--- config.mk ---
export PLATFORM = sky130hd
export DESIGN_NAME = fpu_cmd_sequencer
export DESIGN_NICKNAME = d
export VERILOG_FILES = /design/src/rtl/fpu_cmd_sequencer.sv
export SDC_FILE = /design/constraint.sdc
export NUM_CORES = 1
export LEC_CHECK = 0
export ABC_AREA = 1
export CAP_MARGIN = 25
export CORE_ASPECT_RATIO = 1.2
export CORE_MARGIN = 2
export CORE_UTILIZATION = 30
export CTS_CLUSTER_SIZE = 28
export DETAILED_ROUTE_END_ITERATION = 12
export GPL_ROUTABILITY_DRIVEN = 0
export SLEW_MARGIN = 20
export SYNTH_ARGS = -nofsm -noshare
export SYNTH_HDL_FRONTEND = slang
export SYNTH_SLANG_ARGS = --single-unit
export TNS_END_PERCENT = 10
--- constraint.sdc ---
create_clock -name clk -period 2.3 [get_ports clk]
set_clock_uncertainty 0.15 [all_clocks]
set_input_delay 0.345 -clock clk [delete_from_list [all_inputs] [get_ports clk]]
set_output_delay 0.345 -clock clk [all_outputs]
set_load 0.05 [all_outputs]
--- src/rtl/fpu_cmd_sequencer.sv ---
// Command sequencer between the UART receiver and the half-precision FPU:
// builds 6-byte frames, issues them over valid/ready and latches the result.
module fpu_cmd_sequencer #(
    parameter logic [7:0]  HDR_BYTE     = 8'hA5,
    parameter logic [7:0]  NUM_OPS      = 8'd10,
    parameter logic [15:0] BYTE_TIMEOUT = 16'd50000,
    parameter logic [7:0]  FPU_TIMEOUT  = 8'd64
) (
    input  logic        clk,
    input  logic        rst_l,
    input  logic [7:0]  rx_byte,
    input  logic        rx_valid,
    output logic        fpu_valid,
    input  logic        fpu_ready,
    output logic [3:0]  fpu_opcode,
    output logic [15:0] fpu_opa,
    output logic [15:0] fpu_opb,
    input  logic        fpu_done,
    input  logic [15:0] fpu_result,
    input  logic [4:0]  fpu_flags,
    output logic [15:0] result_o,
    output logic [4:0]  flags_o,
    output logic        result_valid,
    output logic        busy,
    output logic        err_o,
    output logic [1:0]  err_code
);

    typedef enum logic [2:0] {
        IDLE  = 3'd0,
        OPC   = 3'd1,
        A_HI  = 3'd2,
        A_LO  = 3'd3,
        B_HI  = 3'd4,
        B_LO  = 3'd5,
        ISSUE = 3'd6,
        WAIT  = 3'd7
    } state_t;

    localparam logic [1:0] ERR_NONE    = 2'd0;
    localparam logic [1:0] ERR_BYTE_TO = 2'd1;
    localparam logic [1:0] ERR_ILL_OP  = 2'd2;
    localparam logic [1:0] ERR_FPU_TO  = 2'd3;

    state_t      state_reg,        state_next;
    logic [3:0]  opcode_reg,       opcode_next;
    logic [15:0] opa_reg,          opa_next;
    logic [15:0] opb_reg,          opb_next;
    logic [15:0] gap_cnt_reg,      gap_cnt_next;
    logic [7:0]  fpu_cnt_reg,      fpu_cnt_next;
    logic [15:0] result_reg,       result_next;
    logic [4:0]  flags_reg,        flags_next;
    logic        result_valid_reg, result_valid_next;
    logic        err_reg,          err_next;
    logic [1:0]  err_code_reg,     err_code_next;

    logic byte_phase;

    assign byte_phase = (state_reg == OPC)  || (state_reg == A_HI) ||
                        (state_reg == A_LO) || (state_reg == B_HI) ||
                        (state_reg == B_LO);

    always_ff @(posedge clk or negedge rst_l) begin
        if (!rst_l) begin
            state_reg        <= IDLE;
            opcode_reg       <= 4'd0;
            opa_reg          <= 16'd0;
            opb_reg          <= 16'd0;
            gap_cnt_reg      <= 16'd0;
            fpu_cnt_reg      <= 8'd0;
            result_reg       <= 16'd0;
            flags_reg        <= 5'd0;
            result_valid_reg <= 1'b0;
            err_reg          <= 1'b0;
            err_code_reg     <= ERR_NONE;
        end else begin
            state_reg        <= state_next;
            opcode_reg       <= opcode_next;
            opa_reg          <= opa_next;
            opb_reg          <= opb_next;
            gap_cnt_reg      <= gap_cnt_next;
            fpu_cnt_reg      <= fpu_cnt_next;
            result_reg       <= result_next;
            flags_reg        <= flags_next;
            result_valid_reg <= result_valid_next;
            err_reg          <= err_next;
            err_code_reg     <= err_code_next;
        end
    end

    always_comb begin
        state_next        = state_reg;
        opcode_next       = opcode_reg;
        opa_next          = opa_reg;
        opb_next          = opb_reg;
        gap_cnt_next      = gap_cnt_reg;
        fpu_cnt_next      = fpu_cnt_reg;
        result_next       = result_reg;
        flags_next        = flags_reg;
        result_valid_next = 1'b0;
        err_next          = 1'b0;
        err_code_next     = err_code_reg;

        if (byte_phase) begin
            // Timeout has priority: a byte landing in the expiry cycle is dropped.
            if (gap_cnt_reg == BYTE_TIMEOUT) begin
                state_next    = IDLE;
                gap_cnt_next  = 16'd0;
                err_next      = 1'b1;
                err_code_next = ERR_BYTE_TO;
            end else if (rx_valid) begin
                gap_cnt_next = 16'd0;
                case (state_reg)
                    OPC: begin
                        opcode_next = rx_byte[3:0];
                        if (rx_byte >= NUM_OPS) begin
                            state_next    = IDLE;
                            err_next      = 1'b1;
                            err_code_next = ERR_ILL_OP;
                        end else begin
                            state_next = A_HI;
                        end
                    end
                    A_HI: begin
                        opa_next[15:8] = rx_byte;
                        state_next     = A_LO;
                    end
                    A_LO: begin
                        opa_next[7:0] = rx_byte;
                        state_next    = B_HI;
                    end
                    B_HI: begin
                        opb_next[15:8] = rx_byte;
                        state_next     = B_LO;
                    end
                    B_LO: begin
                        opb_next[7:0] = rx_byte;
                        state_next    = ISSUE;
                    end
                    default: state_next = IDLE;
                endcase
            end else begin
                gap_cnt_next = gap_cnt_reg + 16'd1;
            end
        end else begin
            gap_cnt_next = 16'd0;
            case (state_reg)
                IDLE: begin
                    if (rx_valid && (rx_byte == HDR_BYTE)) begin
                        state_next = OPC;
                    end
                end
                ISSUE: begin
                    // Waiting for ready is unbounded; the FPU owns that stall.
                    if (fpu_ready) begin
                        state_next   = WAIT;
                        fpu_cnt_next = 8'd0;
                    end
                end
                WAIT: begin
                    if (fpu_done) begin
                        result_next       = fpu_result;
                        flags_next        = fpu_flags;
                        result_valid_next = 1'b1;
                        err_code_next     = ERR_NONE;
                        state_next        = IDLE;
                    end else if (fpu_cnt_reg == FPU_TIMEOUT) begin
                        err_next      = 1'b1;
                        err_code_next = ERR_FPU_TO;
                        state_next    = IDLE;
                    end else begin
                        fpu_cnt_next = fpu_cnt_reg + 8'd1;
                    end
                end
                default: state_next = IDLE;
            endcase
        end
    end

    assign fpu_valid    = (state_reg == ISSUE);
    assign busy         = (state_reg != IDLE);
    assign fpu_opcode   = opcode_reg;
    assign fpu_opa      = opa_reg;
    assign fpu_opb      = opb_reg;
    assign result_o     = result_reg;
    assign flags_o      = flags_reg;
    assign result_valid = result_valid_reg;
    assign err_o        = err_reg;
    assign err_code     = err_code_reg;

endmodule

* Word-level counts from Yosys, hierarchy flattened
Cells that the tools add are included.
** Cells by class
- Reduce and logical (&&, ||, !) cells :: 19
- Eq/ne operators :: 19
- Magnitude comparators :: 1
- Muxes and demuxes :: 36
- Add/sub/neg operators :: 2
- Bitwise operators :: 2
** Operators with widths (number)
- two-way mux 16 bit :: 3
- two-way mux 8 bit :: 3
- AND reduction 4 bit :: 6
- two-way mux 3 bit :: 7
- two-way mux 2 bit :: 9
- adder 16 x 1 -> 16 bit, second input constant :: 1
- equality test 16 bit, second input constant :: 1
- case mux 8 bit (2 select lines) :: 1
- case mux 3 bit (5 select lines) :: 1
- equality test 3 bit, second input constant :: 4
- two-way mux 1 bit :: 11
- AND reduction 5 bit :: 2
- inequality test 3 x 1 -> 1 bit, second input constant :: 3
- case mux 3 bit (3 select lines) :: 1
- adder 8 x 1 -> 8 bit, second input constant :: 1
- equality test 8 x 7 -> 1 bit, second input constant :: 1
- equality test 8 bit, second input constant :: 1
- >= comparator 8 x 4 -> 1 bit, second input constant :: 1
- equality test 3 x 2 -> 1 bit, second input constant :: 2
- nonzero test 3 bit :: 2
- logical OR 1 bit :: 4
- inequality test 2 bit, second input constant :: 2
- inequality test 4 bit, second input constant :: 1
- nonzero test 2 bit :: 2
- other kinds (8) :: 9
** Word-level totals
- Register bits after elaboration :: 88
- Word-level logic and storage cells :: 92
- Input bits :: 34
- Output and inout port bits :: 63

* Depth between registers and ports, before layout
Gate-level depths: netlist (run 1).
- Depth in word-level cells :: 7
- Mapped depth :: 12
- Mapped depth without buffers :: 12

* Worst setup path after synthesis (run 1)
OpenSTA, ideal clock, no wires.
- Kind :: reg-to-reg
- Start :: register gap_cnt_reg[0]
- End :: register state_reg[2]
- Library setup time :: 0.117 ns
- Data required time :: 2.033 ns
- Path slack :: 0.539 ns
- Buffers on the path :: 1
- Stages on the path, launching flop included :: 13
- Arrival time :: 1.494 ns
- Cell sequence :: dfrtp_1 inv_1 ha_1 nand2_1 inv_1 nand2_1 nor2_1 nand2_1 nand3_2 buf_4 nand4_1 nand2_1 nand2_1
** On the way
- Word-level cells in the longest chain between the ends :: 3
- Elaborated cells between the ends (all ways) :: 5
** Ends and longest elaborated chain
- start: declaration :: RTL line 49 : logic [15:0] gap_cnt_reg, gap_cnt_next;
- start signal: assignment :: RTL line 81 : gap_cnt_reg <= gap_cnt_next;
- equality test 16 bit (*) :: RTL line 106 : if (gap_cnt_reg == BYTE_TIMEOUT) begin
- inequality test 3 x 2 -> 1 bit (no line) or two-way mux 3 bit (tied branches)
- AND reduction 4 bit (no line) or two-way mux 3 bit (tied branches)
- end signal: assignment :: RTL line 77 : state_reg <= state_next;
- end: declaration :: RTL line 45 : state_t state_reg, state_next;
Every way passes the cells marked *; elsewhere a longest branch is shown, timed or not.
A chain may end at the register's enable or synchronous reset.

* Worst setup path after layout (run 1)
- Start :: register gap_cnt_reg[0]
- End :: register opb_reg[7] (netlist: fpu_opb[7])
** On the way
- Word-level cells in the longest chain between the ends :: 3
** Ends and longest elaborated chain
- equality test 16 bit :: RTL line 106
- NOT 1 bit (no line)
- AND reduction 4 bit (no line)
- end signal: assignment :: RTL line 80 : opb_reg <= opb_next;
- end: declaration :: RTL line 48 : logic [15:0] opb_reg, opb_next;
No other way between the ends.

==> results.ini, run 1 <==
[placement]
place_area_sq_um=5290
dp_hpwl_um=7790
dpl_worst_slack_ps=233
place_inst=770
port_buffers=96

[die]
num_rows=46
io_pins=97
die_w_um=111
die-area_sq_um=14700
core_sq_um=13300
die_y_um=132
initial_utilization=0.309

[flow_run]
max_cap_viol_count=0

[setup_path]
start_kind=register
cp.arrival_ps=2180
cp_max_fo=16
worstSetupPathType=register to register
required_ps=2390
r2r-end=fpu_opb[7]
r2r_setup_slack_ps=220
r2r_start=gap_cnt_reg[0]
crit_path_end_kind=register
reg2reg_depth=10
critPathLaunch=gap_cnt_reg[0]
crit_end=fpu_opb[7]

[layout]
postLayoutCellArea_sq_um=5600
final_net_count=654
multi_input_area_sq_um=1660
fin_cells=787
register_area_sq_um=2200
fillers=1356
syn_to_final_growth_pct=36.1
drive_gt1_frac=0.0775
diodes=0

[worst_hold_path]
hold_depth=2
hp-class=register to register

[yosys]
synth_common_cells=nand2_1 (183), dfrtp_1 (88), nor2_1 (49), inv_1 (46), o21ai_0 (44)
synthTopCellsByArea=dfrtp_1 (54%), nand2_1 (17%), o21ai_0 (5.4%)
synthAdderAreaFrac=0.0183
postSynthAreaPerCell_sq_um=8.09
synth_cell_types=32
synth_top_family_by_area=simple AND/OR/NAND/NOR gates
synth_compound_area_frac=0.0937
yosys.area_share.simple=0.280
yosysTopAreaCell=dfrtp_1
async_reset_ff_frac=1.00
synth_seq_area_share=0.536
yosysTopAreaCellShare=0.536
synthMuxAreaShare=0
netlist_area_sq_um=4110
netlist_instances=508
synth-main-ff-cell=dfrtp_1
ys_seq_elements=88
yosysWarnings=0
synth_edf_count=0
yosysMostFrequentCell=nand2_1
syn_nets=548
synth_xor_area_frac=0.0107

[drt]
drtPass1Iterations=4
vias=3600
routed_wl_um=10300
ant_nets=0
wl_per_cell_um=13.1
drt_iter0_drc=181
viasPerCell=4.57
drc=0

[sta]
whs_ps=331
slew_headroom=0.636
hold_viol_final=0
setup_viol=0
drv_slew=0
min_period_over_period=0.906
tightest_slew_ps=545
fin_crit_ps=2080
setup_ws_ps=215
tns_ps=0
timing.fmax_mhz=480
grt_setup_unrepaired=yes

[grt]
antenna_found_initial=0
gr-total-overflow=0
first_global_vias=3566
grt_max_degree=48
grt_pass1_wl_um=16900
track_usage=0.142

[power]
sequentialPowerShare=0.351
clkPwrFrac=0.244
intPower_w=0.00342
power_frac_comb=0.405
leakagePower_nw=2.70
powerDensity_nw_per_um2=1040
p_switching_w=0.00238
vdd_drop_max_v=0.000653
switching_share=0.411

[cts]
clock_path_buffers=2
numClockSinks=88
clock_latency_ps=340
cts_htree_levels=3
cts_tree=done
cts_made_buffers=9
cts_setup_buffers=0
clkSlewWorstSetupHoldPaths_ps=60
cts_root_buf=clkbuf_16

[run_status]
status=completed

-- placed cells by master (no fill, tap or decap), types with 2 or more instances in the layout --
cell type          n
o21a_1             2
o21ai_1            2
ha_1               6
clkdlybuf4s50_1   93
dfrtp_1           88
o21bai_1           2
clkinv_4           2
inv_2              4
xor2_1             5
o21ai_2            4
a21oi_1           10
nor2_1            49
clkbuf_8           3
nor3_1             8
nand2_2            4
clkbuf_16          9
nand2_1          181
buf_4             10
o21ai_0           44
nor2_2             2
nand4_1            3
inv_1             46
nand3_1           25
or2_2              3
nand3_2            2
-- how the worst min path moves through the flow --
stage / startpoint / endpoint / slack (ps)
6_report: result_o[5] / result_o[5] / 330
5_1_grt: result_o[5] / result_o[5] / 350
4_1_cts: err_code[0] / err_code[0] / 330
3_5_place_dp: rst_l / gap_cnt_reg[11] / 210
3_3_place_gp: rst_l / gap_cnt_reg[11] / 210
2_1_floorplan: rst_l / err_code[0] / -100
-- per-layer routing --
metal  GRT usage  wire, um  vias up
li1            -         -     1818
met1       0.170      4480     1680
met2       0.243      5050       88
met3      0.0395       581       14
met4      0.0528       170        0
met5           0         0        -
-- per-stage QoR --
step,util,total power (W)
6_report,0.421,0.00580
5_1_grt,0.421,0.00610
4_1_cts,0.421,0.00586
3_5_place_dp,0.398,0.00442
3_3_place_gp,0.398,0.00438
2_1_floorplan,-,0.00357
-- worst max-delay path, stage by stage (launching register included) --
cell and delay [ps]:
dfrtp_1 390, inv_1 60, ha_1 200, nand2_1 60
inv_1 30, nand2_1 50, nor2_1 50, buf_4 130
a21oi_2 250, nand2_1 350, o21ai_0 280
-- kinds of logic after synthesis --
family | after synthesis
AND/OR/NAND/NOR | 279
XOR/XNOR | 5
buffers and inverters | 61
flip-flops | 88
AO/OA/AOI/OAI | 69
adder cells (fa/ha/maj) | 6
-- repair_timing --
item / CTS / global route
hold buffers: 1 / 0
endpoints found under the hold margin: 41 / 0
resized for setup: 0 / 2
setup endpoints to repair: 0 / 3
-- power groups by stage --
stage	clock network, W	logic, W	registers, W
after floorplan	0	0.000640	0.00293
after global placement	0	0.00232	0.00206
after detailed placement	0	0.00235	0.00206
after CTS	0.00146	0.00237	0.00204
after global routing	0.00152	0.00251	0.00207
final	0.00141	0.00235	0.00203
-- cell type report --
cell class | count | share of cell area
Sequential cell | 88 | 0.393
Clock buffer | 13 | 0.0483
Inverter | 51 | 0.0342
Tap cell | 168 | 0.0376
Multi-Input combinational cell | 359 | 0.297
Timing Repair Buffer | 105 | 0.185
Clock inverter | 3 | 0.00447
(Power assumes the default switching activity.)
==> inputs of run 2 (changes only) <==
--- a/config.mk
+++ b/config.mk
@@ -13,6 +13,7 @@
 export CTS_CLUSTER_SIZE = 28
 export DETAILED_ROUTE_END_ITERATION = 12
 export GPL_ROUTABILITY_DRIVEN = 0
+export MAX_ROUTING_LAYER = met4
 export SLEW_MARGIN = 20
 export SYNTH_ARGS = -nofsm -noshare
 export SYNTH_HDL_FRONTEND = slang
==> run 2 against run 1 <==
  * Die area did not move
  * Clock-buffer cell count unchanged
  * Register-to-register slack hardly changed
==> results.ini, run 2 (synthesized netlist as in run 1, its figures left out) <==
[run_status]
status=completed

[placement]
place_area_sq_um=5290
dp_hpwl_um=7790
port_buffers=96

[cts]
cts_htree_levels=3
cts_tree=done
clkSlewWorstSetupHoldPaths_ps=60
cts_setup_buffers=0
numClockSinks=88
clock_path_buffers=2
clock_latency_ps=340
cts_root_buf=clkbuf_16
cts_made_buffers=9

[grt]
antenna_found_initial=0
first_global_vias=3571
track_usage=0.146
grt_max_degree=48
grt_pass1_wl_um=16900
gr-total-overflow=0

[setup_path]
r2r_start=gap_cnt_reg[0]
r2r-end=fpu_opb[7]
cp.arrival_ps=2170
required_ps=2390
reg2reg_depth=10
start_kind=register
crit_path_end_kind=register
cp_max_fo=16
worstSetupPathType=register to register
r2r_setup_slack_ps=220

[drt]
routed_wl_um=10300
vias=3599
drtPass1Iterations=4
drt_iter0_drc=189
viasPerCell=4.57
ant_nets=0
wl_per_cell_um=13.1
drc=0

[power]
power_w=0.00580
p_switching_w=0.00238
intPower_w=0.00342
power_frac_comb=0.405
vdd_drop_max_v=0.000653
leakagePower_nw=2.70
powerDensity_nw_per_um2=1040
sequentialPowerShare=0.351
clkPwrFrac=0.244
switching_share=0.410

[sta]
setup_viol=0
min_period_over_period=0.905
grt_setup_unrepaired=yes
slew_headroom=0.637
hold_viol_final=0
tns_ps=0
fin_crit_ps=2080
whs_ps=331
tightest_slew_ps=545
drv_slew=0
timing.fmax_mhz=480

[die]
core_sq_um=13300
die_y_um=132
die_w_um=111
io_pins=97
num_rows=46
initial_utilization=0.309
die-area_sq_um=14700

[layout]
syn_to_final_growth_pct=36.1
most-common-layout-cells=nand2_1 (181), clkdlybuf4s50_1 (93), dfrtp_1 (88), nor2_1 (49), inv_1 (46)
final_common_cell=nand2_1
drive_gt1_frac=0.0775
diodes=0
postLayoutCellArea_sq_um=5600
final_net_count=654

[worst_hold_path]
hp-class=register to register
min_from=result_o[5]
hold_depth=2
min_to=result_o[5]

[flow_run]
max_cap_viol_count=0

-- run 2: cell counts in the layout (fill, tap and decap cells not counted) --
No cell type changed its count.
-- run 2: worst max path at each step --
stage                     slack (ps)            from  cells after the start            to
after floorplan                  540  gap_cnt_reg[0]                     12  state_reg[2]
after global placement           280  gap_cnt_reg[0]                     12   err_code[0]
after detailed placement         230  gap_cnt_reg[0]                     10    fpu_opa[3]
after CTS                        220      fpu_opa[6]                      1    fpu_opa[6]
after global routing              -7  gap_cnt_reg[0]                     10    fpu_opb[1]
final                            220  gap_cnt_reg[0]                     10    fpu_opb[7]
-- run 2: worst max-delay path, cell delays in order (launching register included) --
cell	delay [ps]
dfrtp_1	390
inv_1	60
ha_1	200
nand2_1	60
inv_1	30
nand2_1	50
nor2_1	50
buf_4	130
a21oi_2	240
nand2_1	350
o21ai_0	280
-- run 2: power groups by stage --
| stage | Combinational, W | Sequential (W) | Clock, W |
|---|---|---|---|
| final | 0.00235 | 0.00203 | 0.00141 |
| after global routing | 0.00251 | 0.00207 | 0.00152 |
| after CTS | 0.00237 | 0.00204 | 0.00146 |
| after detailed placement | 0.00235 | 0.00206 | 0 |
| after global placement | 0.00232 | 0.00206 | 0 |
| after floorplan | 0.000640 | 0.00293 | 0 |
-- run 2: final cells by class --
class	count	area, sq um
inverter	51	191
clock inverter	3	25.0
clock buffer	13	270
tap	168	210
timing repair buffer	105	1040
sequential	88	2200
multi-input combinational	359	1660
fill	1356	7700
-- run 2: metrics by stage --
| step | setup slack (ps) | std cells | utilization |
|---|---|---|---|
| 2_1_floorplan | 539 | 508 | - |
| 3_3_place_gp | 281 | 770 | 0.398 |
| 3_5_place_dp | 233 | 770 | 0.398 |
| 4_1_cts | 216 | 787 | 0.421 |
| 5_1_grt | -7.38 | 787 | 0.421 |
| 6_report | 218 | 787 | 0.421 |
-- run 2: layer usage --
| layer | track usage | wire, um | vias to the layer above |
|---|---|---|---|
| li1 | - | - | 1818 |
| met2 | 0.243 | 5040 | 87 |
| met4 | 0.0528 | 174 | 0 |
| met1 | 0.169 | 4480 | 1680 |
| met5 | - | 0 | - |
| met3 | 0.0382 | 579 | 14 |
-- run 2: repair_timing --
action	CTS	global route
gates resized for setup	0	2
hold buffers	1	0
endpoints found under the setup margin	0	3
hold endpoints to repair	41	0
==> inputs of run 3 (changes only) <==
--- a/config.mk
+++ b/config.mk
@@ -18,4 +18,3 @@
 export SYNTH_ARGS = -nofsm -noshare
 export SYNTH_HDL_FRONTEND = slang
 export SYNTH_SLANG_ARGS = --single-unit
-export TNS_END_PERCENT = 10
==> results of run 3 <==
Same layout as run 2: the final DEF is identical, and so are final timing and power.
